==> src/rtl/mc_pwm_bank.sv <==
// Bank of CHANNELS on/off PWM generators behind one mc register window; MC_PWM_IRQ_EN adds status/mask/irq.
// Writes land on the strobe edge; rdata and pwm_out/irq are registered (1 cycle); strobes are never stalled.
module mc_pwm_bank #(
    parameter int                   CHANNELS  = 4,
    parameter int                   WIDTH     = 16,
    parameter int                   ADD_WIDTH = 6,
    parameter logic [ADD_WIDTH-1:0] BASE_ADD  = 6'h18
) (
    input  logic                 clock,
    input  logic                 reset,
    input  logic                 wr_stb,
    input  logic                 rd_stb,
    input  logic [ADD_WIDTH-1:0] add,
    input  logic [WIDTH-1:0]     wdata,
    output logic [WIDTH-1:0]     rdata,
`ifdef MC_PWM_IRQ_EN
    output logic [CHANNELS-1:0]  pwm_out,
    output logic                 irq
`else
    output logic [CHANNELS-1:0]  pwm_out
`endif
);

    localparam logic [WIDTH:0] ONE = (WIDTH+1)'(1);

    function automatic logic [ADD_WIDTH-1:0] reg_add(input int offset);
        return ADD_WIDTH'(int'(BASE_ADD) + offset);
    endfunction

    logic [CHANNELS-1:0] en;
    logic [WIDTH-1:0]    on_reg  [CHANNELS];
    logic [WIDTH-1:0]    off_reg [CHANNELS];
    logic [WIDTH-1:0]    on_sh   [CHANNELS];
    logic [WIDTH-1:0]    off_sh  [CHANNELS];
    logic [WIDTH:0]      cnt     [CHANNELS];
    logic [WIDTH:0]      period  [CHANNELS];

    logic                ctrl_hit;
    logic [CHANNELS-1:0] on_hit;
    logic [CHANNELS-1:0] off_hit;
    logic [CHANNELS-1:0] restart;
    logic [CHANNELS-1:0] period_end;
    logic [CHANNELS-1:0] load;
    logic [WIDTH-1:0]    rd_val;

`ifdef MC_PWM_IRQ_EN
    logic [CHANNELS-1:0] mask;
    logic [CHANNELS-1:0] status;
    logic [CHANNELS-1:0] status_clr;
    logic                status_hit;
`endif

    always_comb begin
        ctrl_hit   = (add == BASE_ADD);
        on_hit     = '0;
        off_hit    = '0;
        restart    = '0;
        period_end = '0;
        load       = '0;
        for (int n = 0; n < CHANNELS; n++) begin
            on_hit[n]  = (add == reg_add(1 + 2*n));
            off_hit[n] = (add == reg_add(2 + 2*n));
            // Period is one bit wider than the registers so on+off never wraps.
            period[n]     = {1'b0, on_sh[n]} + {1'b0, off_sh[n]};
            restart[n]    = wr_stb && ctrl_hit && wdata[CHANNELS+n];
            period_end[n] = en[n] && (period[n] != '0) && (cnt[n] == period[n] - ONE);
            load[n]       = !en[n] || restart[n] || (period[n] == '0) || period_end[n];
        end
    end

`ifdef MC_PWM_IRQ_EN
    always_comb begin
        status_hit = (add == reg_add(1 + 2*CHANNELS));
        status_clr = (wr_stb && status_hit) ? wdata[CHANNELS-1:0] : '0;
    end
`endif

    always_comb begin
        rd_val = '0;
        if (ctrl_hit) begin
            rd_val[CHANNELS-1:0] = en;
`ifdef MC_PWM_IRQ_EN
            rd_val[2*CHANNELS +: CHANNELS] = mask;
`endif
        end
        for (int n = 0; n < CHANNELS; n++) begin
            if (on_hit[n])  rd_val = on_reg[n];
            if (off_hit[n]) rd_val = off_reg[n];
        end
`ifdef MC_PWM_IRQ_EN
        if (status_hit) rd_val[CHANNELS-1:0] = status;
`endif
    end

    always_ff @(posedge clock) begin
        if (reset) begin
            en      <= '0;
            rdata   <= '0;
            pwm_out <= '0;
            for (int n = 0; n < CHANNELS; n++) begin
                on_reg[n]  <= '0;
                off_reg[n] <= '0;
                on_sh[n]   <= '0;
                off_sh[n]  <= '0;
                cnt[n]     <= '0;
            end
`ifdef MC_PWM_IRQ_EN
            mask   <= '0;
            status <= '0;
            irq    <= 1'b0;
`endif
        end else begin
            if (wr_stb && ctrl_hit) begin
                en <= wdata[CHANNELS-1:0];
`ifdef MC_PWM_IRQ_EN
                mask <= wdata[2*CHANNELS +: CHANNELS];
`endif
            end
            // A colliding write wins; the read result is dropped.
            if (rd_stb && !wr_stb) rdata <= rd_val;

            for (int n = 0; n < CHANNELS; n++) begin
                if (wr_stb && on_hit[n])  on_reg[n]  <= wdata;
                if (wr_stb && off_hit[n]) off_reg[n] <= wdata;
                if (load[n]) begin
                    cnt[n]    <= '0;
                    on_sh[n]  <= on_reg[n];
                    off_sh[n] <= off_reg[n];
                end else begin
                    cnt[n] <= cnt[n] + ONE;
                end
                pwm_out[n] <= en[n] && (cnt[n] < {1'b0, on_sh[n]});
            end

`ifdef MC_PWM_IRQ_EN
            // Set has priority over a same-cycle write-1-to-clear.
            status <= (status & ~status_clr) | period_end;
            irq    <= |(status & mask);
`endif
        end
    end

endmodule
==> config.mk <==
export PLATFORM = sky130hd
export DESIGN_NAME = mc_pwm_bank
export DESIGN_NICKNAME = d
export VERILOG_FILES = /design/src/rtl/mc_pwm_bank.sv
export SDC_FILE = /design/constraint.sdc
export NUM_CORES = 1
export LEC_CHECK = 0
export CORE_MARGIN = 2
export CORE_UTILIZATION = 45
export CTS_CLUSTER_DIAMETER = 30
export CTS_CLUSTER_SIZE = 25
export DETAILED_ROUTE_END_ITERATION = 12
export DONT_BUFFER_PORTS = 1
export GPL_ROUTABILITY_DRIVEN = 0
export PLACE_DENSITY = 0.57
export SETUP_SLACK_MARGIN = 0.02
export SYNTH_ARGS = -nofsm -noshare
export SYNTH_HDL_FRONTEND = slang
export SYNTH_SLANG_ARGS = --single-unit
export TNS_END_PERCENT = 50
==> constraint.sdc <==
create_clock -name clock -period 9.55 [get_ports clock]
set_input_delay 0.955 -clock clock [delete_from_list [all_inputs] [get_ports clock]]
set_output_delay 0.955 -clock clock [all_outputs]
set_load 0.005 [all_outputs]
==> results by group, run 1 <==
Status
  – Status: finished clean

Floorplan
  – I/O pins: 46
  – Core Region: about 50000 µm²
  – Die width: approximately 230 µm
  – Initial Utilization: 45.6%
  – Die Area: about 53000 µm²
  – Num rows: 82
  – Die height: 230 µm

GRT
  – GR Util met3: 4.81%
  – Met1 Track Usage GR: 31.5%
  – Initial antenna violation count: 6
  – Met2 usage: 36.5%
  – Vias in the first global route: 17032
  – Pin count of the biggest net entering global routing: 112
  – Busiest grt layer: met2
  – Global-route wire length before repair: 95900 µm
  – Gr ovfl total: 0
  – Gr usage total: roughly 23%

Setup path
  – CP max-delay cell: o31a_2
  – FF-to-FF setup slack: 4270 ps
  – Worst Path Required: 9810 ps
  – Crit end category: flip-flop
  – Worst r2r dst: off_sh[0][8]$_SDFFCE_PN0P_
  – Worst reg2reg path depth: 16
  – WP data arrival: 5540 ps
  – Crit path max fanout: 33
  – Reg-to-reg startpoint: on_sh[0][0]$_SDFFCE_PN0P_
  – WS Path Type: flip-flop to flip-flop
  – CP Cell Sequence: ha_1 > inv_1 > fa_1 > nand2b_1 > a21oi_1 > o21ai_0 > o21ai_0 > xor2_1 > or3_1 > o41a_1 > a2111oi_2 > nand4b_1 > o31a_2 > buf_4 > nand2_1 > buf_4
  – CP max stage delay: 490 ps
  – Worst setup SP type: flip-flop

Yosys
  – #FFs+latches synth: between 300 and 400
  – Cell Area, Synth: 22900 µm²
  – Leading area contributor after synthesis: edfxtp_1
  – Post-synthesis cell count: about 2200
  – FFs w/ async S/R, synth: 0%
  – Synth unique cells: 93
  – Yosys warns: 0
  – Top post-synthesis cells by count: edfxtp_1, nor2_1, and2_1
  – Largest cells by area after synthesis: edfxtp_1, ha_1, and2_1
  – Synth top area share: 42.4%
  – Number of synthesized flops with an enable pin: 324
  – Synth Flop Type: edfxtp_1
  – Top-count cell post-synth: edfxtp_1
  – Seq/Total Area, Yosys: 44.5%
  – Avg Inst Size Synth: 10.3 µm²

STA
  – Final Hold Vio Count: 0
  – Rel. slew slack: 29.8%
  – Slew @ Worst Pin: 1050 ps
  – Fin crit share: 55.3%
  – Final min period: roughly 5300 ps
  – Setup TNS: 0 ps
  – # setup viols final: 0
  – Fmax achieved: 189 MHz
  – Max-slew violations: 0
  – Layout Skew: between 40 and 50 ps
  – RSZ-0062 raised after global routing: false
  – Worst hold slack: roughly 430 ps

Clock network
  – Root Buffer: clkbuf_16
  – CTS Sinks: 348
  – CTS tree: done
  – Post-CTS Setup Repair Bufs: 0
  – CTS clk-pin slew, worst paths: 50 ps
  – H-tree depth: 3
  – Total CTS buffers: 89
  – Max Buffers Root-to-Sink: 3
  – Post-cts resize count: 0
  – Clk Latency, worst-skew pair: 640 ps
  – Hold_buf cts: 0

Routing
  – DR pass1 iterations: 5
  – Drt initial violations: between 1000 and 1500
  – Final ANT Viol Nets: 0
  – Remaining DRCs: 0
  – Via count: 17130
  – Final wirelength: 61000 µm
  – Vias per cell: 5.64
  – Wire per inst: 20.1 µm

Layout
  – Top reg by flops: cnt
  – Fraction of layout cells with a size suffix above 1: 10.4%
  – Antenna cells: 0
  – Largest register FFs: 68
  – Util after Layout: 53.4%
  – Fill cell count: 4443
  – Layout Nets: 2453
  – Layout area overhead: 17.2%

Min path
  – Hold_sp: reset
  – Hold path depth: 1
  – Worst hold path class: primary input to flip-flop
  – Worst Hold End: rdata[4]$_SDFFE_PP0P_

Place
  – IO buf count: 0
  – HPWL Detailed: ~44000 µm

Power and ir drop
  – Worst vdd ir: 131 µV
  – Lkg Pwr: roughly 0.011 µW
  – PwrDens: between 200 and 250 nW/µm²

Flow run
  – Max Cap Viol: 0
## final cells by class
cell class              instances  area (µm²)  area share [%]
multi-input cells            1728       12100            45.1
well taps                     672         841            3.13
flip-flops and latches        348       10200            38.0
inverters                     110         413            1.54
repair buffers                 13        97.6           0.363
clock buffers                 101        2320            8.64
clock inverters                67         880            3.27
## worst max-delay path, delay by kind of cell (launching register included)
family	cells	cell delay (ps)
flip-flops	1	350
XOR/XNOR	1	200
AO/OA/AOI/OAI	6	2000
buffers and inverters	3	780
adder cells (fa/ha/maj)	2	640
AND/OR/NAND/NOR	4	930
## layout by cell type, fill, tap and decap left out, types with 14 or more instances in the layout
cell,instances
nor3_1,44
xnor2_1,98
clkbuf_16,89
nand4_1,25
nand3_1,69
nor3b_2,33
a211oi_1,29
ha_1,133
and3_1,94
a221oi_1,14
nand2_1,135
nor2_1,143
edfxtp_1,324
xor2_1,77
mux2i_1,21
conb_1,68
nor2b_1,58
a21oi_1,80
inv_1,109
o21ai_0,97
dfxtp_1,24
nor3b_1,41
a21o_1,39
clkinv_2,23
and2_1,139
bufinv_16,14
nand2b_1,22
## worst max path at each step
stage,from,end,slack [ps],cells after the start
after floorplan,on_sh[0][0]$_SDFFCE_PN0P_,off_sh[0][0]$_SDFFCE_PN0P_,4740,15
after global placement,on_sh[0][0]$_SDFFCE_PN0P_,on_sh[0][14]$_SDFFCE_PN0P_,4400,16
final,on_sh[0][0]$_SDFFCE_PN0P_,off_sh[0][8]$_SDFFCE_PN0P_,4270,16
after global routing,on_sh[0][0]$_SDFFCE_PN0P_,off_sh[0][8]$_SDFFCE_PN0P_,3810,16
after CTS,on_sh[0][0]$_SDFFCE_PN0P_,off_sh[0][8]$_SDFFCE_PN0P_,4260,16
after detailed placement,on_sh[0][0]$_SDFFCE_PN0P_,on_sh[0][15]$_SDFFCE_PN0P_,4300,16
## metal layers
metal  vias up  share of wire [%]
li1       8307                  -
met4         0                3.2
met2       493                 45
met1      8217                 44
met5         -                  0
met3       113                7.1
## per-stage QoR
| step | std cells | total power [µW] | area, µm² | setup slack, ps |
|---|---|---|---|---|
| finish | 3039 | 5500 | 26900 | 4270 |
| global route | 3039 | 5710 | 26900 | 3810 |
| CTS | 3039 | 5550 | 26900 | 4260 |
| detailed placement | 2871 | 2380 | 23700 | 4300 |
| global placement | 2871 | 2370 | 23700 | 4400 |
| floorplan | 2293 | 2260 | 23200 | 4740 |
## where the power goes
| group | internal [µW] | switching (µW) |
|---|---|---|
| sequential | 1750 | 67.4 |
| clock | 2140 | 997 |
| combinational | 234 | 317 |
| total | 4120 | 1380 |
## kinds of logic (layout without fill, tap and decap cells)
logic type                 after synthesis  after routing  synth area share (%)
AOI/OAI and AO/OA                      442            442                  13.5
xor gates and xnor gates               183            183                  7.43
adders and majority gates              137            137                  7.61
buffers and inverters                  217            291                  3.83
DFF                                    348            348                  44.5
muxes                                   28             28                  1.46
other                                    1             68                0.0164
and+or+nand+nor                        870            870                  21.6
No activity file was read; power rests on OpenSTA's default activity.
==> run 2, diff against run 1 <==
clock period = 5.3 ns   (was 9.55 ns; I/O delays follow)
==> run 2 against run 1 <==
Net effect:
- via count is 0.98% higher
- total power is 81% higher
- final area is 0.18% higher
- fmax is 9.4% higher
- non-clock buffer count is 7 higher
- core utilization is 0.095 points higher
- largest cell class unchanged
- largest power group unchanged
- highest routed layer is now met5
==> results by group, run 2 (synthesis gave the netlist of run 1 again) <==
Status
  – Status: finished clean

Setup path
  – CP max stage delay: 500 ps (about the same)
  – Worst setup SP type: flip-flop
  – Worst Path Required: 5560 ps (-4250 ps)
  – WS Path Type: flip-flop to flip-flop
  – CP Cell Sequence: ha_1 > inv_1 > fa_1 > nand2b_1 > a21oi_1 > o21ai_0 > o21ai_1 > xor2_1 > or3_1 > o41a_1 > a2111oi_2 > nand4b_1 > o31a_2 > nand2_1 > buf_4
  – WP data arrival: 5090 ps (-450 ps)
  – Worst path top cell family by delay: compound AO/OA/AOI/OAI gates
  – CP max-delay cell: o31a_2
  – Worst path buffer plus inverter count: 2 (-1)
  – Crit path max fanout: 32 (-3.0%)
  – Crit end category: flip-flop

Layout
  – Top reg by flops: cnt
  – Largest register FFs: 68 (unchanged)
  – Layout Nets: 2462 (+0.37%)
  – Fill cell count: 4420 (-0.52%)
  – Layout area overhead: 17.4%
  – Most frequent cells in the layout: edfxtp_1, nor2_1, and2_1
  – Fraction of layout cells with a size suffix above 1: 10.6% (+0.13 points)
  – Most common cell after layout, fill and taps aside: edfxtp_1
  – Util after Layout: 53.5% (+0.095 points)

GRT
  – Initial antenna violation count: 8 (+2)
  – Pin count of the biggest net entering global routing: 98 (-13%)
  – Gr ovfl total: 0 (unchanged)
  – Gr usage total: 23.3% (+0.095 points)
  – Vias in the first global route: 16987 (-0.26%)
  – Global-route wire length before repair: 96000 µm (+0.12%)

Floorplan
  – Core Region: 50300 µm² (unchanged)
  – I/O pins: 46 (unchanged)
  – Initial Utilization: 45.6% (unchanged)
  – Die Area: 52800 µm² (unchanged)
  – Die width: 230 µm (unchanged)
  – Die height: 230 µm (unchanged)
  – Num rows: 82 (unchanged)

STA
  – Fin crit share: 91.1% (+36 points)
  – Final min period: 4830 ps (-452 ps)
  – Setup TNS: 0 ps (unchanged)
  – Setup WS post-layout: 471 ps (-3800 ps)
  – Max-slew violations: 0 (unchanged)
  – RSZ-0062 raised after global routing: false
  – Worst hold slack: 65.4 ps (-361 ps)
  – Rel. slew slack: 41.3% (+11 points)
  – Final Hold Vio Count: 0 (unchanged)
  – Slew @ Worst Pin: 878 ps (-175 ps)
  – Fmax achieved: 207 MHz (+9.4%)
  – Layout Skew: 26.1 ps (-14.0 ps)
  – # setup viols final: 0 (unchanged)

Min path
  – Worst hold path class: primary input to flip-flop

Clock network
  – Max Buffers Root-to-Sink: 3 (unchanged)
  – Post-CTS Setup Repair Bufs: 0 (unchanged)
  – CTS tree: done
  – Clk Latency, worst-skew pair: 620 ps (-20 ps)
  – H-tree depth: 3 (unchanged)
  – CTS clk-pin slew, worst paths: 50 ps (about the same)
  – Total CTS buffers: 91 (+2.2%)
  – Root Buffer: clkbuf_16
  – CTS Sinks: 348 (unchanged)

Routing
  – Wire length on met2: 28400 µm (+2.8%)
  – DR pass1 iterations: 6 (+1)
  – Top routing layer in use: met5
  – Remaining DRCs: 0 (unchanged)
  – Wire per inst: 20.1 µm (about the same)
  – Final ANT Viol Nets: 0 (unchanged)
  – Met1 WL: 26500 µm (-2.2%)
  – Vias per cell: 5.67 (+0.65%)
  – Final wirelength: 61200 µm (+0.28%)
  – Met3 wire length: 4630 µm (+6.8%)
  – Via count: 17298 (+0.98%)
  – Drt initial violations: 1421 (+3.0%)

Place
  – IO buf count: 0 (unchanged)
  – Worst slack, placed: 353 ps (-3940 ps)
  – HPWL Detailed: 44200 µm (+0.95%)

Power and ir drop
  – PwrDens: 370 nW/µm² (+81%)
  – Pwr Total: 9970 µW (+81%)
  – Lkg Pwr: 0.0107 µW (+0.31%)
  – Worst vdd ir: 241 µV (+84%)

Flow run
  – Max Cap Viol: 0 (unchanged)
run 2: cell type report:
| cell class | count | area [µm²] | area share, % |
|---|---|---|---|
| sequential | 348 | 10200 | 37.9 |
| antenna | 1 | 2.50 | 0.00930 |
| inverter | 110 | 413 | 1.53 |
| multi-input combinational | 1728 | 12100 | 45.0 |
| clock inverter | 57 | 741 | 2.75 |
| timing repair buffer | 20 | 153 | 0.567 |
| clock buffer | 113 | 2450 | 9.11 |
| tap | 672 | 841 | 3.12 |
run 2: metal layers:
| layer | global-route usage [%] | vias up |
|---|---|---|
| met5 | 0 | - |
| met4 | 8.15 | 2 |
| met3 | 6.09 | 95 |
| met2 | 37.6 | 504 |
| met1 | 30.4 | 8368 |
| li1 | - | 8329 |
run 2: path summary, 6_finish.rpt:
check	depth (start not counted)	from	endpoint	slack [ps]
worst max-delay path	15	on_sh[0][0]$_SDFFCE_PN0P_	off_sh[0][14]$_SDFFCE_PN0P_	470
worst min-delay path	2	wdata[1]	en[1]$_SDFFE_PP0P_	70
worst max register to register	15	on_sh[0][0]$_SDFFCE_PN0P_	off_sh[0][14]$_SDFFCE_PN0P_	470
worst min register to register	2	rdata[3]$_SDFFE_PP0P_	rdata[3]$_SDFFE_PP0P_	480
run 2: timing repair:
| item | in CTS | in global routing |
|---|---|---|
| setup endpoints to repair | 0 | 32 |
| resized for setup | 0 | 1 |
| endpoints found under the hold margin | 15 | 0 |
| hold buffers | 1 | 0 |
run 2: stage by stage:
stage | std cells | area [µm²]
6_report | 3049 | 26900
4_1_cts | 3048 | 26900
2_1_floorplan | 2293 | 23200
5_1_grt | 3048 | 26900
3_5_place_dp | 2877 | 23700
3_3_place_gp | 2877 | 23700
run 2: power by group:
group	internal, µW	switching, µW
clock	3990	1710
sequential	3150	120
combinational	423	577
total	7560	2410
